### src/rtl/xrf_pkg.sv
// xrf_pkg: shared FSM state type and parameter defaults for the register file
package xrf_pkg;
  typedef enum logic {CLEAR, READY} state_t;
  localparam int XLEN_DEF = 64;
  localparam int NREGS_DEF = 32;
  localparam int BYPASS_DEF = 0;
endpackage

### src/rtl/xrf_if.sv
// xrf_if: write, mark and read-port bundle between a register file and its user
interface xrf_if import xrf_pkg::*; #(
  parameter int XLEN = XLEN_DEF,
  parameter int NREGS = NREGS_DEF
) ();
  localparam int AW = $clog2(NREGS);
  logic we_i;
  logic [AW-1:0] rd_i;
  logic [XLEN-1:0] d_i;
  logic [AW-1:0] rs1_i;
  logic [AW-1:0] rs2_i;
  logic [XLEN-1:0] q1_o;
  logic [XLEN-1:0] q2_o;
  logic mark_i;
  logic [AW-1:0] mrd_i;
  logic busy1_o;
  logic busy2_o;
  logic ready_o;
  modport master (
    output we_i, rd_i, d_i, rs1_i, rs2_i, mark_i, mrd_i,
    input q1_o, q2_o, busy1_o, busy2_o, ready_o
  );
  modport slave (
    input we_i, rd_i, d_i, rs1_i, rs2_i, mark_i, mrd_i,
    output q1_o, q2_o, busy1_o, busy2_o, ready_o
  );
endinterface

### src/rtl/xrf_sb.sv
// xrf_sb: pending-write scoreboard, one busy bit per register, set wins over clear
module xrf_sb import xrf_pkg::*; #(
  parameter int NREGS = NREGS_DEF
) (
  input  logic clk,
  input  logic rst,
  input  logic set_en,
  input  logic [$clog2(NREGS)-1:0] set_addr,
  input  logic clr_en,
  input  logic [$clog2(NREGS)-1:0] clr_addr,
  input  logic [$clog2(NREGS)-1:0] ra1,
  input  logic [$clog2(NREGS)-1:0] ra2,
  output logic b1,
  output logic b2
);
  localparam int AW = $clog2(NREGS);
  logic [NREGS-1:0] busy, nxt;
  // per-bit update: only the addressed bits can change, a mark beats a retiring write
  always_comb begin
    nxt = busy;
    for (int i = 0; i < NREGS; i++)
      nxt[i] = (set_en && set_addr == AW'(i)) || (busy[i] && !(clr_en && clr_addr == AW'(i)));
  end
  // busy bit register, cleared by reset
  always_ff @(posedge clk or posedge rst)
    if (rst) busy <= '0;
    else busy <= nxt;
  assign b1 = busy[ra1];
  assign b2 = busy[ra2];
endmodule

### src/rtl/xrf.sv
// xrf: 2-read/1-write register file with post-reset clear sequence and busy scoreboard
module xrf import xrf_pkg::*; #(
  parameter int XLEN = XLEN_DEF,
  parameter int NREGS = NREGS_DEF,
  parameter int BYPASS = BYPASS_DEF
) (
  input logic clk_i,
  input logic reset_i,
  xrf_if.slave bus
);
  localparam int AW = $clog2(NREGS);
  logic [XLEN-1:0] mem [NREGS];
  state_t state, state_n;
  logic [AW-1:0] cnt, cnt_n, waddr;
  logic [XLEN-1:0] wdata;
  logic ready, wr, wen, b1, b2, byp1, byp2;
  assign ready = state == READY;
  assign wr = ready && bus.we_i;
  assign wen = !ready || (wr && bus.rd_i != '0);
  assign waddr = ready ? bus.rd_i : cnt;
  assign wdata = ready ? bus.d_i : '0;
  // FSM and clear-counter registers; reset restarts the clear from register 1
  always_ff @(posedge clk_i or posedge reset_i)
    if (reset_i) begin
      state <= CLEAR;
      cnt <= AW'(1);
    end else begin
      state <= state_n;
      cnt <= cnt_n;
    end
  // clear walks 1..NREGS-1, then the file becomes usable
  always_comb begin
    state_n = state;
    cnt_n = cnt;
    if (state == CLEAR) begin
      state_n = cnt == AW'(NREGS - 1) ? READY : CLEAR;
      cnt_n = cnt == AW'(NREGS - 1) ? cnt : cnt + AW'(1);
    end
  end
  // storage has no reset so it maps onto distributed RAM; the clear sequence zeroes it
  always_ff @(posedge clk_i)
    if (wen) mem[waddr] <= wdata;
  assign byp1 = BYPASS != 0 && wr && bus.rs1_i == bus.rd_i;
  assign byp2 = BYPASS != 0 && wr && bus.rs2_i == bus.rd_i;
  assign bus.q1_o = !ready || bus.rs1_i == '0 ? '0 : byp1 ? bus.d_i : mem[bus.rs1_i];
  assign bus.q2_o = !ready || bus.rs2_i == '0 ? '0 : byp2 ? bus.d_i : mem[bus.rs2_i];
  xrf_sb #(.NREGS(NREGS)) u_sb (
    .clk(clk_i),
    .rst(reset_i),
    .set_en(ready && bus.mark_i && bus.mrd_i != '0),
    .set_addr(bus.mrd_i),
    .clr_en(wr),
    .clr_addr(bus.rd_i),
    .ra1(bus.rs1_i),
    .ra2(bus.rs2_i),
    .b1(b1),
    .b2(b2)
  );
  assign bus.busy1_o = ready && b1;
  assign bus.busy2_o = ready && b2;
  assign bus.ready_o = ready;
endmodule

### src/flat_wrapper.sv
// flat-port wrapper written by rule: the top's interface ports become plain ports
module xrf_flat import xrf_pkg::*;
#(
  parameter int XLEN = XLEN_DEF,
  parameter int NREGS = NREGS_DEF,
  parameter int BYPASS = BYPASS_DEF
)
  (clk_i, reset_i, bus_we_i, bus_rd_i, bus_d_i, bus_rs1_i, bus_rs2_i, bus_mark_i, bus_mrd_i, bus_q1_o, bus_q2_o, bus_busy1_o, bus_busy2_o, bus_ready_o);
  xrf_if #(.XLEN(XLEN), .NREGS(NREGS)) bus_i ();
  input logic clk_i;
  input logic reset_i;
  input wire logic [$bits(bus_i.we_i)-1:0] bus_we_i;
  input wire logic [$bits(bus_i.rd_i)-1:0] bus_rd_i;
  input wire logic [$bits(bus_i.d_i)-1:0] bus_d_i;
  input wire logic [$bits(bus_i.rs1_i)-1:0] bus_rs1_i;
  input wire logic [$bits(bus_i.rs2_i)-1:0] bus_rs2_i;
  input wire logic [$bits(bus_i.mark_i)-1:0] bus_mark_i;
  input wire logic [$bits(bus_i.mrd_i)-1:0] bus_mrd_i;
  output wire logic [$bits(bus_i.q1_o)-1:0] bus_q1_o;
  output wire logic [$bits(bus_i.q2_o)-1:0] bus_q2_o;
  output wire logic [$bits(bus_i.busy1_o)-1:0] bus_busy1_o;
  output wire logic [$bits(bus_i.busy2_o)-1:0] bus_busy2_o;
  output wire logic [$bits(bus_i.ready_o)-1:0] bus_ready_o;
  assign bus_i.we_i = bus_we_i;
  assign bus_i.rd_i = bus_rd_i;
  assign bus_i.d_i = bus_d_i;
  assign bus_i.rs1_i = bus_rs1_i;
  assign bus_i.rs2_i = bus_rs2_i;
  assign bus_i.mark_i = bus_mark_i;
  assign bus_i.mrd_i = bus_mrd_i;
  assign bus_q1_o = bus_i.q1_o;
  assign bus_q2_o = bus_i.q2_o;
  assign bus_busy1_o = bus_i.busy1_o;
  assign bus_busy2_o = bus_i.busy2_o;
  assign bus_ready_o = bus_i.ready_o;
  xrf #(.XLEN(XLEN), .NREGS(NREGS), .BYPASS(BYPASS)) u_core (.clk_i(clk_i), .reset_i(reset_i), .bus(bus_i));
endmodule
### config.mk
export PLATFORM = sky130hd
export DESIGN_NAME = xrf_flat
export DESIGN_NICKNAME = d
export VERILOG_FILES = /design/src/rtl/xrf_pkg.sv /design/src/rtl/xrf_if.sv /design/src/rtl/xrf_sb.sv /design/src/rtl/xrf.sv /design/src/flat_wrapper.sv
export SDC_FILE = /design/constraint.sdc
export NUM_CORES = 2
export LEC_CHECK = 0
export CELL_PAD_IN_SITES_DETAIL_PLACEMENT = 1
export CELL_PAD_IN_SITES_GLOBAL_PLACEMENT = 1
export CORE_ASPECT_RATIO = 2
export CORE_MARGIN = 3
export CORE_UTILIZATION = 40
export DETAILED_ROUTE_END_ITERATION = 10
export DONT_BUFFER_PORTS = 1
export HOLD_SLACK_MARGIN = 0.08
export PLACE_DENSITY = 0.58
export SYNTH_ARGS = -nofsm -noshare
export SYNTH_HDL_FRONTEND = slang
export SYNTH_SLANG_ARGS = --single-unit
### constraint.sdc
create_clock -name clk_i -period 7.25 [get_ports clk_i]
set_input_delay 1.45 -clock clk_i [delete_from_list [all_inputs] [get_ports clk_i]]
set_output_delay 1.45 -clock clk_i [all_outputs]
set_load 0.05 [all_outputs]
==> results.py <==
metrics = {
    "synthesis": {
        "synth_top_family_by_area": "multiplexers",
        "ys.flop_type": "edfxtp_1",
        "synth-xor-area-share_pct": 0.0272,
        "netlist_instances": 4532,
        "muxShareOfSynthArea_pct": 29.7,
        "ys_seq_area_share_pct": 64.7,
        "synth_adder_area_share_pct": 0.0259,
        "ys_seq_elements": 2086,
        "synth_compound_area_share_pct": 2.80,
        "ys_async_sr_fraction_pct": 1.82,
        "ys_types": 49,
        "synthSimpleGateAreaFrac_pct": 1.01,
        "ys_warn_count": 0,
        "syn_nets": 4622,
        "synth-edff-count": 2048,
        "syn_area_sq_mm": 0.0965,
        "synth_area_per_cell_sq_um": 21.3,
    },
    "critical_path": {
        "r2r_end": "u_core.mem[26][55]",
        "path_cells": "buf_16 > buf_16 > buf_16 > mux4_2 > mux2i_1 > o22a_1 > o221ai_1 > buf_4",
        "path_class": "in2out",
        "cp_common_cell": "buf_16",
        "cpMaxStageDelayCell": "buf_16",
        "r2r-start": "u_core.bus.ready_o",
        "crit_end": "bus_q1_o[29]",
        "r2r_slack_ns": 3.44,
        "ff2ff_path_depth": 6,
        "required_ns": 5.80,
        "startpoint": "bus_rs1_i[1]",
        "cp_slowest_stage_delay_ns": 0.93,
        "start_kind": "input pin",
        "cp_max_fo": 217,
        "critical_path_arrival_ns": 5.63,
        "cp-end-kind": "output pin",
    },
    "floorplanning": {
        "fp.coreArea_sq_mm": 0.240,
        "die_area_sq_mm": 0.247,
        "die_h_um": 701,
        "io_pins": 219,
        "initial_core_util_pct": 40.3,
        "rows": 254,
        "dieWidth_um": 353,
    },
    "route": {
        "routed_wl_mm": 312,
        "antenna_left": 0,
        "wl_per_cell_um": 39.4,
        "drc": 0,
        "vias": 50700,
        "routed_via_density": 6.40,
        "first_iter_violations": 4375,
        "firstDrtPassIters": 5,
    },
    "sta": {
        "finalCritPeriodShare_pct": 97.7,
        "tns_ns": 0,
        "worst_clock_skew_ns": 0.0364,
        "post-route-min-period_ns": 7.08,
        "rsz0062_at_grt": "false",
        "slew_violations": 35,
        "slew_headroom_pct": -1.59,
        "max_freq_mhz": 141,
        "finalHoldViolations": 0,
        "setup_viol": 0,
        "worst_pin_slew_ns": 1.52,
    },
    "run_status": {
        "status": "complete, but fails checks",
        "violations": "max-slew violations",
    },
    "clock_network": {
        "ctsLongestPathBuffers": 4,
        "cts_max_level": 4,
        "postCtsHoldBufs": 0,
        "clock_latency_ns": 0.88,
        "cts_tree": "done",
        "cts-resized-gates": 0,
        "postCtsSetupBuffers": 0,
        "clkTransAtPathRegs_ns": 0.06,
        "cts_buffers": 201,
        "root_buffer": "clkbuf_16",
        "cts_sinks": 2086,
    },
    "final_layout": {
        "layout.area.seq_sq_mm": 0.0625,
        "num-fill-cells": 21900,
        "finalNetCount": 4645,
        "multi_input_area_sq_mm": 0.0327,
        "drive_gt1_share_pct": 32.8,
        "area_growth_pct": 11.1,
    },
    "global_route": {
        "grt_usage_pct": 25.0,
        "grt_pass1_vias": 56400,
        "grt_max_degree": 522,
        "antenna_found_initial": 31,
        "grt_overflow": 0,
        "grt_pass1_wl_mm": 436,
    },
    "placed_design": {
        "gp_congestion": 0.762,
        "numPortBuffers": 0,
        "dp_hpwl_mm": 163,
    },
    "worst_hold_path": {
        "hp-class": "reg2reg",
    },
    "pwr": {
        "power_mw": 25.8,
        "max-vdd-ir-drop_mv": 0.167,
        "power_density_mw_per_mm2": 241,
        "total_leakage_power_nw": 33.6,
    },
    "job": {
        "max_cap_violations": 0,
    },
}
-- power by group --
part / switching (mW) / internal (mW)
combinational: 1.45 / 0.872
sequential: 0.0226 / 13.3
clock: 4.63 / 5.57
total: 6.09 / 19.7
-- critical path, delay by kind of cell --
| family | cells | cell delay, ns |
|---|---|---|
| muxes | 2 | 0.61 |
| AOI/OAI and AO/OA | 2 | 0.60 |
| buffers and inverters | 4 | 2.42 |
-- metrics by stage --
stage / hold WS (ns) / area (sq um) / util (%) / setup WS [ns] / std cells
floorplan: 0.471 / 96500 / - / 2.11 / 4532
global placement: 0.490 / 101000 / 42.0 / 1.33 / 7541
detailed placement: 0.510 / 101000 / 42.1 / 1.40 / 7542
CTS: 0.525 / 107000 / 44.6 / 0.692 / 7892
global route: 0.561 / 107000 / 44.7 / 0.0392 / 7906
finish: 0.524 / 107000 / 44.7 / 0.166 / 7920
-- cell families (layout without fill, tap and decap cells) --
group,count (synthesis),count (layout)
adder cells (fa/ha/maj),2,2
AO/OA/AOI/OAI,335,335
flip-flops,2086,2086
XOR/XNOR,3,3
other,0,18
AND/OR/NAND/NOR,182,182
buffers and inverters,366,536
multiplexers,1558,1558
-- final cells by class --
| type | instances | area share (%) |
|---|---|---|
| antenna | 18 | 0.0420 |
| inverter | 8 | 0.0350 |
| tap | 3200 | 3.74 |
| clock inverter | 95 | 0.675 |
| multi-input combinational | 2080 | 30.6 |
| timing repair buffer | 178 | 1.68 |
| clock buffer | 255 | 4.98 |
| sequential | 2086 | 58.3 |
-- metal layers --
metal  GRT usage, %  wire length, um
met3           3.47            15100
met2           45.2           167000
met5              0              168
met1           31.1           120000
met4           7.53            10100
-- cell usage after synthesis (2+ instances only) --
cell | n | area (sq um)
clkbuf_1 | 136 | 510
or3_1 | 3 | 18.8
nand4_1 | 5 | 31.3
nand2_1 | 27 | 101
buf_4 | 19 | 143
nand3b_1 | 5 | 37.5
nor2b_1 | 2 | 12.5
ha_1 | 2 | 25.0
mux4_2 | 1040 | 23400
mux2_2 | 3 | 33.8
nor3_1 | 4 | 20.0
o221ai_1 | 129 | 1130
o22a_1 | 129 | 1130
buf_2 | 155 | 776
o21ai_0 | 63 | 315
nor2_1 | 42 | 158
nor3b_1 | 2 | 15.0
and2_1 | 64 | 400
nand2b_1 | 7 | 43.8
inv_1 | 7 | 26.3
edfxtp_1 | 2048 | 61500
xnor2_1 | 2 | 17.5
o21a_1 | 2 | 15.0
buf_1 | 42 | 158
or2_2 | 6 | 37.5
mux2i_1 | 515 | 5150
nand3_1 | 8 | 40.0
dfrtp_1 | 37 | 926
buf_6 | 6 | 67.6
o22ai_1 | 2 | 12.5
a21oi_1 | 2 | 10.0
-- how the worst min path moves through the flow --
stage                   startpoint                  end  slack [ns]  cells past startpoint
6_report       u_core.u_sb.busy[0]  u_core.u_sb.busy[0]        0.52                      1
5_1_grt              u_core.cnt[2]        u_core.cnt[2]        0.56                      1
4_1_cts        u_core.u_sb.busy[0]  u_core.u_sb.busy[0]        0.53                      1
3_5_place_dp   u_core.u_sb.busy[0]  u_core.u_sb.busy[0]        0.51                      1
3_3_place_gp   u_core.u_sb.busy[0]  u_core.u_sb.busy[0]        0.49                      1
2_1_floorplan  u_core.u_sb.busy[0]  u_core.u_sb.busy[0]        0.47                      1
-- registers in the layout, indices dropped and copies added, names as in the netlist --
name and flops:
u_core.mem 2048, u_core.bus.ready_o 1, u_core.cnt 5, u_core.u_sb.busy 32
-- placed cells by master (no fill, tap or decap), drive strengths merged, types with 2 or more instances in the layout --
| master | n |
|---|---|
| o22ai | 2 |
| nand2b | 7 |
| mux4 | 1040 |
| nand2 | 27 |
| edfxtp | 2048 |
| mux2i | 515 |
| nor3b | 2 |
| nand4 | 5 |
| or2 | 6 |
| xnor2 | 2 |
| and2 | 64 |
| nor2 | 42 |
| o22a | 129 |
| bufinv | 11 |
| clkinv | 77 |
| nor3 | 4 |
| inv | 13 |
| dfrtp | 37 |
| clkbuf | 255 |
| nor2b | 2 |
| nand3 | 8 |
| buf | 178 |
| diode | 18 |
| o221ai | 129 |
| ha | 2 |
| a21oi | 2 |
| o21ai | 63 |
| mux2 | 3 |
| or3 | 3 |
| o21a | 2 |
| nand3b | 5 |
| clkinvlp | 2 |
No activity file was read; power rests on OpenSTA's default activity.
